--- src/rtl/seq_tx_1011.sv ---
// Serial frame transmitter: sends sync 1011, then DATA_W payload bits MSB first,
// then GUARD idle zeros, and pulses frame_done_o on the first idle cycle after a frame.
module seq_tx_1011 #(
  parameter int DATA_W = 8,
  parameter int GUARD  = 2
) (
  input  logic              clk_i,
  input  logic              rst_ni,
  input  logic [DATA_W-1:0] data_i,
  input  logic              valid_i,
  output logic              ready_o,
  output logic              tx_o,
  output logic              busy_o,
  output logic              frame_done_o
);

  localparam int MAX_A = (DATA_W > 4) ? DATA_W : 4;
  localparam int MAX_L = (GUARD > MAX_A) ? GUARD : MAX_A;
  localparam int CNT_W = $clog2(MAX_L);

  localparam logic [CNT_W-1:0] CNT_ZERO  = CNT_W'(0);
  localparam logic [CNT_W-1:0] CNT_ONE   = CNT_W'(1);
  localparam logic [CNT_W-1:0] SYNC_LAST = CNT_W'(3);
  localparam logic [CNT_W-1:0] PAY_LAST  = CNT_W'(DATA_W - 1);
  localparam logic [CNT_W-1:0] GRD_LAST  = CNT_W'(GUARD - 1);

  // Bit i of this constant is the sync bit sent at counter position i.
  localparam logic [3:0] SYNC_PAT = 4'b1101;

  typedef enum logic [1:0] {
    IDLE    = 2'd0,
    SYNC    = 2'd1,
    PAYLOAD = 2'd2,
    GUARD_S = 2'd3
  } state_e;

  state_e              state_q, state_d;
  logic [CNT_W-1:0]    cnt_q, cnt_d;
  logic [DATA_W-1:0]   shift_q, shift_d;
  logic                tx_q, tx_d;
  logic                done_q, done_d;

  function automatic logic sync_bit(input logic [1:0] idx);
    sync_bit = SYNC_PAT[idx];
  endfunction

  // State, counter, shift register and output flops.
  always_ff @(posedge clk_i) begin
    if (!rst_ni) begin
      state_q <= IDLE;
      cnt_q   <= CNT_ZERO;
      shift_q <= {DATA_W{1'b0}};
      tx_q    <= 1'b0;
      done_q  <= 1'b0;
    end else begin
      state_q <= state_d;
      cnt_q   <= cnt_d;
      shift_q <= shift_d;
      tx_q    <= tx_d;
      done_q  <= done_d;
    end
  end

  // Next-state sequencing; tx is computed from the next state so the
  // registered line shows the first sync bit right after the accept edge.
  always_comb begin
    state_d = state_q;
    cnt_d   = cnt_q;
    shift_d = shift_q;
    done_d  = 1'b0;
    tx_d    = 1'b0;

    case (state_q)
      IDLE: begin
        if (valid_i) begin
          state_d = SYNC;
          cnt_d   = CNT_ZERO;
          shift_d = data_i;
        end else begin
          state_d = IDLE;
        end
      end
      SYNC: begin
        if (cnt_q == SYNC_LAST) begin
          state_d = PAYLOAD;
          cnt_d   = CNT_ZERO;
        end else begin
          cnt_d = cnt_q + CNT_ONE;
        end
      end
      PAYLOAD: begin
        if (cnt_q == PAY_LAST) begin
          state_d = GUARD_S;
          cnt_d   = CNT_ZERO;
        end else begin
          cnt_d = cnt_q + CNT_ONE;
        end
      end
      GUARD_S: begin
        if (cnt_q == GRD_LAST) begin
          state_d = IDLE;
          cnt_d   = CNT_ZERO;
          done_d  = 1'b1;
        end else begin
          cnt_d = cnt_q + CNT_ONE;
        end
      end
      default: begin
        state_d = IDLE;
        cnt_d   = CNT_ZERO;
      end
    endcase

    // Payload leaves MSB first: emit the top bit and shift it out.
    case (state_d)
      SYNC:    tx_d = sync_bit(cnt_d[1:0]);
      PAYLOAD: begin
        tx_d    = shift_q[DATA_W-1];
        shift_d = shift_q << 1'b1;
      end
      default: tx_d = 1'b0;
    endcase
  end

  assign tx_o         = tx_q;
  assign frame_done_o = done_q;
  assign ready_o      = (state_q == IDLE);
  assign busy_o       = (state_q != IDLE);

endmodule

--- config.mk ---
export PLATFORM = sky130hd
export DESIGN_NAME = seq_tx_1011
export DESIGN_NICKNAME = d
export VERILOG_FILES = /design/src/rtl/seq_tx_1011.sv
export SDC_FILE = /design/constraint.sdc
export NUM_CORES = 1
export LEC_CHECK = 0
export ABC_AREA = 0
export CORE_MARGIN = 4
export CORE_UTILIZATION = 40
export CTS_BUF_LIST = sky130_fd_sc_hd__clkbuf_4
export DETAILED_ROUTE_END_ITERATION = 8
export MAX_ROUTING_LAYER = met4
export PLACE_DENSITY_LB_ADDON = 0.12
export SLEW_MARGIN = 5
export SYNTH_ARGS = -nofsm -noshare
export SYNTH_HDL_FRONTEND = slang
export SYNTH_SLANG_ARGS = --single-unit
--- constraint.sdc ---
create_clock -name clk_i -period 1.8 [get_ports clk_i]
set_clock_uncertainty 0.05 [all_clocks]
set_input_delay 0.36 -clock clk_i [delete_from_list [all_inputs] [get_ports clk_i]]
set_output_delay 0.36 -clock clk_i [all_outputs]
set_load 0.02 [all_outputs]
**After elaboration in Yosys (flattened, before gate mapping)**

Cells that the tools add are included.

- Register bits after elaboration: 15
- Input port bits: 11
- Output and inout bits: 4
- Logic and storage cells: 44

- Add/sub/neg operators: 1
- Magnitude comparators: 1
- Equal/unequal tests: 9
- Muxes and demuxes: 17
- Bitwise operators: 1
- Reduce and logical (&&, ||, !) cells: 8

Operator list:

| kind | count |
|---|---|
| $mux 8 | 3 |
| $mux 3 | 4 |
| $pmux 3 s4 | 1 |
| $pmux 2 s4 | 1 |
| $eq 2x2->1 const B | 3 |
| $mux 2 | 3 |
| $reduce_and 2->1 | 3 |
| $reduce_bool 2->1 | 3 |
| $eq 2x1->1 const B | 2 |
| $add 3x1->3 const B | 1 |
| $eq 3x1->1 const B | 1 |
| $eq 3x2->1 const B | 1 |
| $eq 3x3->1 const B | 1 |
| $lt 2x3->1 const B | 1 |
| $mux 1 | 3 |
| $bmux 1 s2 | 1 |
| $logic_not 2->1 | 1 |
| $ne 2x2->1 const B | 1 |
| $pmux 1 s2 | 1 |
| $reduce_or 2->1 | 1 |
| $not 1->1 | 1 |

**Longest topological paths before layout**

Gate-level depths: netlist of the first run.

- Depth in word-level cells: 6
- Depth in mapped cells: 12
- Depth with buffers taken out: 10

**Worst setup path after synthesis of the first run**

No wires, ideal clock.

- Path kind: register to register
- From: register cnt_q[0]
- To: register tx_q (netlist: tx_o)
- Setup time: 0.074 ns
- Data arrival time: 1.846 ns
- Data required time: 1.676 ns
- Slack: -0.170 ns
- Cell stages (with the launch flop): 11
- Buffers on the path: 1
- Period minus slack after synthesis: 1.970 ns
- Cells stage by stage: dfxtp_1 > ha_1 > ha_1 > o211ai_1 > o21ai_1 > inv_1 > ha_1 > buf_2 > a21oi_1 > or3b_1 > a31oi_1

RTL lines:

| element | RTL line | source |
|---|---|---|
| start: declaration | 38 | `logic [CNT_W-1:0] cnt_q, cnt_d;` |
| start signal: assignment | 57 | `cnt_q <= cnt_d;` |
| $eq 3x1->1 (tied with other cells) | 100 | `if (cnt_q == GRD_LAST) begin` |
| $mux 2 (on tied branches) | 100, 84, 92 |  |
| $pmux 2 s4 * | 73 | `case (state_q)` |
| net state_d[0] | 37 | `state_e state_q, state_d;` |
| $eq 2x2->1 or $eq 2x1->1 (tied branches) | 115 | `case (state_d)` |
| $pmux 1 s2 * | 115 |  |
| end signal: assignment | 59 | `tx_q <= tx_d;` |
| end: declaration | 40 | `logic tx_q, tx_d;` |

The timed path passes the listed nets; every way through them passes the cells marked *. The select of a mux whose other input is x is not followed.
A chain may end at the register's enable or synchronous reset.

**Worst setup path after layout of the first run**

- From: register cnt_q[1]
- To: register tx_q (netlist: tx_o)

Same word-level chain as after synthesis.

==> metrics.yaml, run 1 <==
power_and_ir_drop:
  ir_drop_mv: 0.386
  p_per_area_nw_per_um2: 561
  leakage_nw: 0.507
clock_network:
  cts-root-buf: "clkbuf_4"
  htree_levels: 1
  cts_tree: "done"
  clkSinkCount: 15
  clock_path_buffers: 2
  insertion_delay_ns: 0.28
  path_clk_slew_ns: 0.09
  cts_buffers: 3
timing:
  rsz0062_at_grt: "yes"
  finalHoldViolCount: 0
  tns_ns: -0.109
  relSlewSlack_pct: 80.1
  worst_pin_slew_ns: 0.298
  period_needed_ns: 1.91
  drv_slew: 0
  finalSetupViolCount: 1
  timing.final.crit_share_pct: 106
  max_freq_mhz: 524
  timing.final.ws_setup_ns: -0.109
place:
  placed_cells: 149
  gp_congestion: 0.688
  dp_hpwl_mm: 1.30
  port_buffers: 14
drt:
  first_pass_iters: 4
  drt-wirelength-per-cell_um: 11.9
  vias: 741
  drt_iter0_markers: 5
  via_per_inst: 4.81
  routed_wl_mm: 1.83
  antenna_left: 0
  drc_errors: 0
final_layout:
  area.growth.synth_to_final_pct: 41.8
  diodes: 0
  utilization_pct: 58.9
  fill_cells: 194
  nets: 146
  layout-drive-gt1-share_pct: 35.7
  seq_area_um2: 307
  layoutNonFillerInstCount: 154
  multi_input_area_um2: 634
critical_path:
  cp_data_arrival_time_ns: 2.07
  path_depth: 10
  crit_family: "adder cells"
  slowest_stage: "dfxtp_4"
  required_ns: 1.96
  path_max_fanout: 3
  end_kind: "flip-flop"
  cp_common_cell: "ha_4"
  cp.buffers_inverters: 1
  reg2reg_slack_ns: -0.11
  cpPeakStageDelay_ns: 0.36
  cp-start-kind: "flip-flop"
  worstPathCellList: "ha_4, ha_4, nand2_4, o21ai_2, o21ai_2, buf_4, ha_4, a21oi_2, or3b_1, a31oi_1"
  critPathKind: "reg2reg"
  ff2ff_path_depth: 10
synth:
  synth-seq-cells: 15
  post_synth.cell_area_avg_um2: 9.10
  yosysWarningCount: 0
  ys_seq_area_share_pct: 33.0
  synth_cell_types: 26
  synth_nets: 119
  netlist_area_um2: 910
  synth_cells: 100
hold_path:
  hp-class: "reg2reg"
  holdPathStages: 2
status:
  violations: "setup timing"
  status: "finished, violations left"
grt:
  gr-usage-all-layers_pct: 13.0
  antenna_found_initial: 0
  grt_max_degree: 15
  grt_pass1_vias: 729
  gr-total-overflow: 0
  grt_pass1_wl_mm: 3.18
die:
  start_util_pct: 41.5
  chipHeight_um: 55.7
  pin_count: 15
  core_area_um2: 2190
  die_area_um2: 3100
  fp.dieW_um: 55.7
  row_count: 17
job:
  maxCapViolCount: 0
-- final timing paths --
check | from | end
max | cnt_q[1] | tx_o
min | shift_q[7] | tx_o
max reg2reg | cnt_q[1] | tx_o
min reg2reg | shift_q[7] | tx_o
-- cells in the mapped netlist (all sizes together) --
master,number,area [µm²]
nand2b,1,6.26
nand3b,2,18.8
buf,5,47.5
ha,8,100
o2111ai,1,8.76
o211ai,1,7.51
or3b,2,17.5
mux2i,10,100
a21oi,4,20.0
nor2b,1,6.26
nor2,1,3.75
or4b,1,10.0
dfxtp,15,300
or2,1,8.76
clkbuf,1,3.75
o21ai,11,55.1
nor3b,3,32.5
o311ai,1,16.3
inv,8,30.0
a31oi,1,6.26
and2,11,68.8
nand2,11,41.3
-- tightest hold or removal path, delay by kind of cell, from the launching register on --
family / cells / cell delay (ns)
flops: 1 / 0.34
compound gates: 1 / 0.07
simple gates: 1 / 0.06
-- layout make-up --
cell class / instances / area share (%)
Multi-Input combinational cell: 71 / 49.2
Sequential cell: 15 / 23.8
Timing Repair Buffer: 28 / 19.7
Tap cell: 28 / 2.72
Clock buffer: 4 / 2.33
Inverter: 8 / 2.33
-- logic make-up after synthesis --
logic type	Yosys count	share of synthesized area (%)
AO/OA/AOI/OAI	19	12.5
flip-flops	15	33.0
multiplexers	10	11.0
adder cells (fa/ha/maj)	8	11.0
buffers and inverters	14	8.94
AND/OR/NAND/NOR	34	23.5
-- power by group --
group,internal [mW],switching [mW]
clock network,0.101,0.109
logic,0.0875,0.0608
registers,0.349,0.0163
-- flip-flops by register name (all words and copies together), names as in the netlist --
name,flops
tx_o,1
state_q,2
shift_q,8
cnt_q,3
frame_done_o,1
-- layout by cell type (no fill, tap or decap), types with 2 or more instances in the layout --
cell type / count
nor3b_2: 2
dfxtp_1: 12
a21oi_1: 3
mux2i_1: 10
nand2_2: 7
clkbuf_4: 4
ha_4: 5
ha_1: 3
nand2_1: 3
clkdlybuf4s50_1: 12
or3b_1: 2
and2_1: 11
buf_4: 12
inv_1: 7
o21ai_2: 4
dlygate4sd2_1: 2
dfxtp_2: 2
o21ai_1: 7
-- metrics by stage --
stage	worst slack (ns)	total power, mW	instance area (µm²)	hold slack [ns]
floorplan	-0.0629	0.453	938	0.410
global placement	-0.210	0.512	1170	0.428
detailed placement	-0.246	0.515	1170	0.440
CTS	-0.115	0.724	1260	0.453
global route	-0.231	0.773	1290	0.523
finish	-0.109	0.724	1290	0.462
-- per-layer routing --
layer | GRT usage [%] | part of all wire, % | up-vias
met5 | - | 0 | -
met4 | 4.17 | 0.66 | 0
met3 | 3.25 | 3.6 | 2
met2 | 21.3 | 50 | 10
met1 | 15.6 | 45 | 340
li1 | - | - | 389
-- repair_timing --
action,in CTS,in global routing
hold buffers,0,0
resized for setup,9,20
gates cloned,1,0
buffers inserted,1,2
pin swaps,13,15
endpoints found under the setup margin,10,9
Note: power is estimated with default switching activity, not from simulation.
==> run 2: changes to the inputs <==
SLEW_MARGIN = 20   (was 5)
==> results of run 2 <==
The final DEF is identical to that of run 1; final timing and power are the same.
==> run 3: changes to the inputs <==
--- a/constraint.sdc
+++ b/constraint.sdc
@@ -4,2 +4,2 @@
 set_output_delay 0.36 -clock clk_i [all_outputs]
-set_load 0.02 [all_outputs]
+set_load 0.01 [all_outputs]
==> run 3 against run 2 <==
Net effect:
- the run still ends with setup timing left
- power fell by 1.8%
- critical path depth fell by 1
- register-to-register slack got worse by 0.02 ns
- setup slack got worse by 0.025 ns
- routed wire length rose by 1.2%
- first-iteration DRC count rose by 20%
- via count rose by 1.5%
- flip-flop and latch count did not move
- utilization rose by 1.5 points
- design area rose by 2.5%
- die area did not move
- hold slack got worse by 0.016 ns
- largest cell class unchanged
- largest power group unchanged
==> metrics.yaml, run 3 (same netlist as run 1, synthesis figures left out) <==
die:
  start_util_pct: 41.5  # unchanged
  fp.dieW_um: 55.7  # unchanged
  chipHeight_um: 55.7  # unchanged
  pin_count: 15  # unchanged
  row_count: 17  # unchanged
  core_area_um2: 2190  # unchanged
  die_area_um2: 3100  # unchanged
drt:
  vias: 752  # was 741
  first_pass_iters: 3  # was 4
  antenna_left: 0  # unchanged
  via_per_inst: 4.88  # was 4.81
  drt-wirelength-per-cell_um: 12.0  # was 11.9 µm
  drc_errors: 0  # unchanged
  routed_wl_mm: 1.85  # was 1.83 mm
  drt_iter0_markers: 6  # was 5
final_layout:
  utilization_pct: 60.4  # was 58.9%
  top_register: "shift_q"  # unchanged
  largest_reg_flops: 8  # unchanged
  layout_commonest_cell: "clkdlybuf4s50_1"
  area.growth.synth_to_final_pct: 45.4  # was 41.8%
  nets: 146  # unchanged
  layout-drive-gt1-share_pct: 34.1  # was 35.7%
  top_regs: "shift_q x8, cnt_q x3, state_q x2"  # unchanged
  fill_cells: 197  # was 194
  diodes: 0  # unchanged
  most-common-layout-cells: "12 x clkdlybuf4s50_1, 11 x and2_1, 11 x dfxtp_1, 11 x buf_4, 10 x mux2i_1"  # was 12 x dfxtp_1, 12 x clkdlybuf4s50_1, 12 x buf_4, 11 x and2_1, 10 x mux2i_1
critical_path:
  cp_data_arrival_time_ns: 2.09  # was 2.07 ns
  critPathKind: "reg2reg"  # unchanged
  end_kind: "flip-flop"  # unchanged
  path_max_fanout: 3  # unchanged
  required_ns: 1.96  # about the same
  cp-start-kind: "flip-flop"  # unchanged
job:
  maxCapViolCount: 0  # unchanged
place:
  port_buffers: 14  # unchanged
  gp_congestion: 0.717  # was 0.688
  dp_hpwl_mm: 1.28  # was 1.30 mm
clock_network:
  insertion_delay_ns: 0.27  # was 0.28 ns
  htree_levels: 1  # unchanged
  cts-root-buf: "clkbuf_4"  # unchanged
  clkSinkCount: 15  # unchanged
  cts_buffers: 3  # unchanged
  cts_tree: "done"  # unchanged
  clock_path_buffers: 2  # unchanged
  path_clk_slew_ns: 0.08  # was 0.09 ns
status:
  violations: "setup timing"  # unchanged
  status: "finished, violations left"  # unchanged
timing:
  drv_slew: 0  # unchanged
  relSlewSlack_pct: 78.3  # was 80.1%
  holdWs_ns: 0.446  # was 0.462 ns
  period_needed_ns: 1.93  # was 1.91 ns
  max_freq_mhz: 517  # was 524 MHz
  worst_pin_slew_ns: 0.323  # was 0.298 ns
  finalSetupViolCount: 8  # was 1
  rsz0062_at_grt: "yes"  # unchanged
  timing.final.ws_setup_ns: -0.134  # was -0.109 ns
  timing.final.crit_share_pct: 107  # was 106%
  finalHoldViolCount: 0  # unchanged
power_and_ir_drop:
  seqPwrFrac_pct: 51.4  # was 50.5%
  p_int_mw: 0.537  # was 0.538 mW
  clkPwrFrac_pct: 28.3  # was 29.0%
  ir_drop_mv: 0.358  # was 0.386 mV
  swShare_pct: 24.5  # was 25.7%
  p_sw_mw: 0.174  # was 0.186 mW
  power_frac_comb_pct: 20.2  # was 20.5%
  p_per_area_nw_per_um2: 537  # was 561 nW/µm²
  leakage_nw: 0.566  # was 0.507 nW
grt:
  grt_pass1_vias: 732  # was 729
  grt_pass1_wl_mm: 3.10  # was 3.18 mm
  gr-total-overflow: 0  # unchanged
  gr-usage-all-layers_pct: 12.9  # was 13.0%
  antenna_found_initial: 0  # unchanged
  grt_max_degree: 15  # unchanged
hold_path:
  hp-class: "reg2reg"  # unchanged
-- run 3: critical path, cell delays in order, from the launching register on --
cell and delay [ns]:
dfxtp_4 0.36, ha_4 0.18, ha_4 0.16, nand2_2 0.06
o21ai_1 0.06, o21ai_1 0.17, inv_1 0.10, ha_4 0.23
or3b_1 0.36, a31oi_1 0.13
-- run 3: stage by stage --
step | cell area, µm² | instances | setup TNS (ns) | worst slack (ns) | power [mW]
2_1_floorplan | 938 | 100 | -0.0867 | -0.0629 | 0.449
3_3_place_gp | 1160 | 148 | -1.03 | -0.211 | 0.505
3_5_place_dp | 1160 | 148 | -1.11 | -0.225 | 0.508
4_1_cts | 1260 | 154 | -0.470 | -0.127 | 0.721
5_1_grt | 1320 | 154 | -1.48 | -0.215 | 0.757
6_report | 1320 | 154 | -0.873 | -0.134 | 0.711
-- run 3: cell type report --
cell class	instances	area, µm²	area share [%]
multi-input combinational	71	633	47.9
sequential	15	310	23.5
timing repair buffer	28	284	21.5
tap	28	35.0	2.65
clock buffer	4	30.0	2.27
inverter	8	30.0	2.27
-- run 3: layer usage --
| layer | GRT usage, % | up-vias | routed length [µm] |
|---|---|---|---|
| li1 | - | 387 | - |
| met3 | 3.25 | 4 | 67 |
| met1 | 12.8 | 350 | 803 |
| met5 | - | - | 0 |
| met4 | 5.56 | 0 | 22 |
| met2 | 23.6 | 11 | 954 |
-- run 3: final timing paths --
check | from | endpoint | slack, ns | cells after the start
max | cnt_q[1] | tx_o | -0.13 | 9
min | shift_q[7] | tx_o | 0.45 | 2
max reg2reg | cnt_q[1] | tx_o | -0.13 | 9
min reg2reg | shift_q[7] | tx_o | 0.45 | 2
-- run 3: power groups by stage --
stage               sequential [mW]  combinational [mW]  clock, mW
global placement              0.370               0.135          0
floorplan                     0.368              0.0809          0
CTS                           0.362               0.143      0.216
detailed placement            0.371               0.138          0
global route                  0.368               0.160      0.229
finish                        0.365               0.144      0.201
-- run 3: what timing repair did --
item                       in CTS  in global routing
resized for setup              10                 19
gates cloned                    1                  0
setup buffers                   1                  1
hold buffers                    0                  0
setup endpoints to repair      10                 10
pin swaps                      14                 10
